<file path="src/rtl/xs3_bcd_seq_ctrl.sv">
// xs3_bcd_seq_ctrl: multi-digit Excess-3 to BCD sequencing controller.
//   Captures a packed XS3 word over a valid/ready handshake. One shared digit
//   converter is time-shared across the digits, one digit per clock, least
//   significant digit first. The packed BCD word and per-digit code-error
//   flags are returned over a second valid/ready handshake.
// Ports:
//   clk, rst              rising-edge clock, asynchronous active-high reset
//   in_valid/in_ready     input handshake; in_xs3 digit k = [4k+3:4k]
//   out_valid/out_ready   output handshake for out_bcd / out_err
//   out_bcd               packed BCD result, same digit order as in_xs3
//   out_err               bit k set when digit k was not a legal XS3 code
//   busy                  high while converting or holding a result

// Single-digit converter: BCD = XS3 - 3 (raw; legality is checked by caller).
module xs3_bcd_digit (
  input  logic [3:0] xs3_i,
  output logic [3:0] bcd_o
);
  assign bcd_o = xs3_i - 4'd3;
endmodule

module xs3_bcd_seq_ctrl #(
  parameter int unsigned DIGITS = 4
) (
  input  logic                  clk,
  input  logic                  rst,
  input  logic                  in_valid,
  output logic                  in_ready,
  input  logic [4*DIGITS-1:0]   in_xs3,
  output logic                  out_valid,
  input  logic                  out_ready,
  output logic [4*DIGITS-1:0]   out_bcd,
  output logic [DIGITS-1:0]     out_err,
  output logic                  busy
);

  localparam int unsigned W     = 4 * DIGITS;
  localparam int unsigned IDX_W = (DIGITS > 1) ? $clog2(DIGITS) : 1;

  typedef enum logic [1:0] {IDLE, CONV, DONE} state_t;

  state_t             state_q;
  logic [IDX_W-1:0]   idx_q;
  logic [W-1:0]       xs3_q;
  logic [W-1:0]       bcd_q;
  logic [DIGITS-1:0]  err_q;
  logic               in_ready_q;
  logic               out_valid_q;
  logic               busy_q;

  logic [3:0]         conv_bcd;
  logic [3:0]         digit_d;
  logic               legal_c;
  logic               last_c;
  logic [W-1:0]       bcd_d;
  logic [DIGITS-1:0]  err_d;

  // The captured word shifts right each cycle, so the current digit is always the low nibble.
  xs3_bcd_digit u_conv (
    .xs3_i (xs3_q[3:0]),
    .bcd_o (conv_bcd)
  );

  // Illegal codes are replaced by 4'hF rather than using the raw converter output.
  always_comb begin
    legal_c = (xs3_q[3:0] >= 4'h3) && (xs3_q[3:0] <= 4'hC);
    digit_d = legal_c ? conv_bcd : 4'hF;
    last_c  = (idx_q == IDX_W'(DIGITS - 1));
    bcd_d   = bcd_q;
    err_d   = err_q;
    for (int k = 0; k < int'(DIGITS); k++) begin
      if (idx_q == IDX_W'(k)) begin
        bcd_d[4*k +: 4] = digit_d;
        err_d[k]        = ~legal_c;
      end
    end
  end

  // Controller FSM with registered handshake and status outputs.
  always_ff @(posedge clk or posedge rst) begin
    if (rst) begin
      state_q     <= IDLE;
      idx_q       <= '0;
      xs3_q       <= '0;
      bcd_q       <= '0;
      err_q       <= '0;
      in_ready_q  <= 1'b1;
      out_valid_q <= 1'b0;
      busy_q      <= 1'b0;
    end else begin
      case (state_q)
        IDLE: begin
          if (in_valid && in_ready_q) begin
            xs3_q      <= in_xs3;
            bcd_q      <= '0;
            err_q      <= '0;
            idx_q      <= '0;
            in_ready_q <= 1'b0;
            busy_q     <= 1'b1;
            state_q    <= CONV;
          end
        end
        CONV: begin
          bcd_q <= bcd_d;
          err_q <= err_d;
          xs3_q <= xs3_q >> 4;
          if (last_c) begin
            out_valid_q <= 1'b1;
            state_q     <= DONE;
          end else begin
            idx_q <= idx_q + IDX_W'(1);
          end
        end
        DONE: begin
          // in_ready stays low here; a new capture waits for the edge after the handshake.
          if (out_ready) begin
            out_valid_q <= 1'b0;
            in_ready_q  <= 1'b1;
            busy_q      <= 1'b0;
            state_q     <= IDLE;
          end
        end
        default: begin
          state_q     <= IDLE;
          in_ready_q  <= 1'b1;
          out_valid_q <= 1'b0;
          busy_q      <= 1'b0;
        end
      endcase
    end
  end

  assign in_ready  = in_ready_q;
  assign out_valid = out_valid_q;
  assign out_bcd   = bcd_q;
  assign out_err   = err_q;
  assign busy      = busy_q;

endmodule
</file>
<file path="config.mk">
export PLATFORM = sky130hd
export DESIGN_NAME = xs3_bcd_seq_ctrl
export DESIGN_NICKNAME = d
export VERILOG_FILES = /design/src/rtl/xs3_bcd_seq_ctrl.sv
export SDC_FILE = /design/constraint.sdc
export NUM_CORES = 1
export LEC_CHECK = 0
export ABC_AREA = 1
export CAP_MARGIN = 20
export CELL_PAD_IN_SITES_DETAIL_PLACEMENT = 1
export CELL_PAD_IN_SITES_GLOBAL_PLACEMENT = 2
export CORE_ASPECT_RATIO = 1.25
export CORE_MARGIN = 2
export CORE_UTILIZATION = 33
export DETAILED_ROUTE_END_ITERATION = 10
export GPL_TIMING_DRIVEN = 0
export PLACE_DENSITY_LB_ADDON = 0.2
export SYNTH_ARGS = -nofsm -noshare
export SYNTH_HDL_FRONTEND = slang
export SYNTH_SLANG_ARGS = --single-unit
</file>
<file path="constraint.sdc">
create_clock -name clk -period 3.7 [get_ports clk]
set_input_delay 0.74 -clock clk [delete_from_list [all_inputs] [get_ports clk]]
set_output_delay 0.74 -clock clk [all_outputs]
set_load 0.005 [all_outputs]
</file>
==> metrics.yaml <==
drv_cap: 0
setup_tns_ns: 0
cts_setup_buffers: 0
stdcell_count: 384
slew_violations: 0
top_usage_layer: "met2"
grt.met2_usage_pct: 31.3
met1_usage_pct: 20.1
syn2layout_area_growth_pct: 30.9
worst_slew_pin_slew_ns: 0.448
total_power_mw: 2.74
final-setup-viol-count: 0
cts-hold-fix-buffers: 0
place_congestion: 0.767
grt_pass1_wl_um: 9770
use_met3_pct: 2.60
root_buffer: "clkbuf_8"
worstHoldStart: "busy"
min_period_ns: 2.08
diodes: 0
die_w_um: 76.2
reg2reg_setup_slack_ns: 2.13
grt_use_total_pct: 17.4
vias: 1811
antenna_left: 0
grt_max_degree: 26
synthCells: 248
synth_top_area_share_pct: 48.9
r2r_cells: 9
hold_viol_final: 0
ios: 43
ys_types: 21
critPathLaunchType: "flip-flop"
nets: 324
fin_util_pct: 45.1
crit_family: "flip-flops"
ys.flop_type: "dfrtp_1"
die_area_um2: 7180
cts_buffers: 5
clock_skew_ns: 0.00763
final.period_utilization_pct: 56.4
path_max_fanout: 3
synth_top_cell_by_area: "dfrtp_1"
synth_seq_cells: 43
drt_iter0_drc: 53
worstPathArrival_ns: 1.34
crit_chain: "clkdlybuf4s50_1"
yosysSeqAreaShare_pct: 50.1
core_um2: 6250
synth_commonest_cells: "75 x nand2_1, 42 x dfrtp_1, 42 x nand3_1"
yosys-top-cells-area: "dfrtp_1 49%, nand2_1 13%, nand3_1 9.8%"
rows: 32
r2r-start: "xs3_q[0]"
slew_headroom_pct: 70.1
hold_class: "flip-flop to flip-flop"
io_buffer_count: 42
status: "finished, final reports clean"
drive_gt1_share_pct: 15.4
ir_drop_uv: 320
hpwl_um: 4070
yosysMostFrequentCell: "nand2_1"
critical_path_buf_inv_count: 1
fmax_mhz: 480
syn_nets: 274
wl_per_cell_um: 14.5
synth-warning-count: 0
min_to: "busy"
die_y_um: 94.3
synth_area_um2: 2150
fin_area_um2: 2820
globalRouteOverflowTotal: 0
required_ns: 2.96
r2r-end: "out_bcd[5]"
slowest_stage: "dfstp_2"
rsz0062_at_grt: "no"
place_area_um2: 2700
place_inst: 376
cts_tree: "yes"
power.leakage_nw: 1.39
ctsResizeCount: 0
powerDensity_nw_per_um2: 973
max_stage_delay_ns: 0.55
via_per_inst: 4.72
clk_pin_slew_ns: 0.09
critPathKind: "flip-flop to primary output"
clk_path_buf_depth: 2
htreeDepth: 2
drtPass1Iterations: 4
holdPathStages: 2
drc: 0
wl_um: 5570
cts_sinks: 43
end_kind: "primary output"
synthArstFlopShare_pct: 100
initial_utilization_pct: 34.4
antenna_found_initial: 0
grt_pass1_vias: 2022
syn_avg_cell_area_um2: 8.67
synth_edf_count: 0
clk_latency_ns: 0.30
[registers in the layout (all words and copies together), names as in the netlist]
| name | count |
|---|---|
| state_q | 2 |
| out_err | 4 |
| out_bcd | 16 |
| out_valid | 1 |
| busy | 1 |
| in_ready | 1 |
| xs3_q | 16 |
| idx_q | 2 |
[routing by layer]
| layer | vias up | share of wire, % |
|---|---|---|
| li1 | 885 | - |
| met1 | 878 | 43 |
| met2 | 36 | 51 |
| met3 | 12 | 3.0 |
| met4 | 0 | 2.9 |
| met5 | - | 0 |
[cell families after synthesis]
family / count (synthesis) / synth area share (%)
simple gates: 128 / 27.3
flops: 43 / 50.1
buf+inv: 38 / 8.38
compound gates: 33 / 10.7
fa+ha+maj: 6 / 3.49
[power breakdown]
group          leakage, nW  switching, mW  internal (mW)  total, mW
clock network       0.0612          0.171          0.219      0.389
logic                0.792          0.918          0.624       1.54
registers            0.541          0.116          0.691      0.807
[cell usage in the layout, fill, tap and decap left out]
master           count
clkbuf_8             6
inv_2                3
buf_4                2
nor2_2               1
clkdlybuf4s50_1     42
ha_1                 6
clkbuf_1             1
o21ai_0             14
inv_6                1
clkinv_2             1
buf_2                2
inv_1               26
buf_12               1
nand3_1             42
nor2_4               1
nand2_4              6
nor2_1               3
nand2_1             75
o22ai_1              1
dfstp_2              1
a21oi_2              1
o21ai_2             16
o21ai_1              1
bufinv_16            1
buf_6                3
dfrtp_1             42
[cell type report]
type	count	area [um^2]
fillers	762	3430
flip-flops and latches	43	1080
multi-input cells	167	893
repair buffers	43	440
inverters	30	118
well taps	85	106
clock buffers	6	82.6
plain buffers	8	62.6
clock inverters	2	35.0
[worst max-delay path by stage]
stage                  start          to  slack [ns]  cells past startpoint
finish              in_ready    in_ready        1.62                      1
global route        in_ready    in_ready        1.58                      1
CTS                 in_ready    in_ready        1.60                      1
detailed placement  in_valid    xs3_q[6]        1.58                      8
global placement         rst  out_bcd[5]        0.96                      2
floorplan                rst        busy        1.96                      1
[metrics by stage]
stage               hold slack [ns]  setup WS, ns
finish                        0.484          1.62
global placement              0.466         0.956
global route                  0.536          1.58
floorplan                     0.465          1.96
detailed placement            0.471          1.58
CTS                           0.493          1.60
Note: power is estimated with default switching activity, not from simulation.
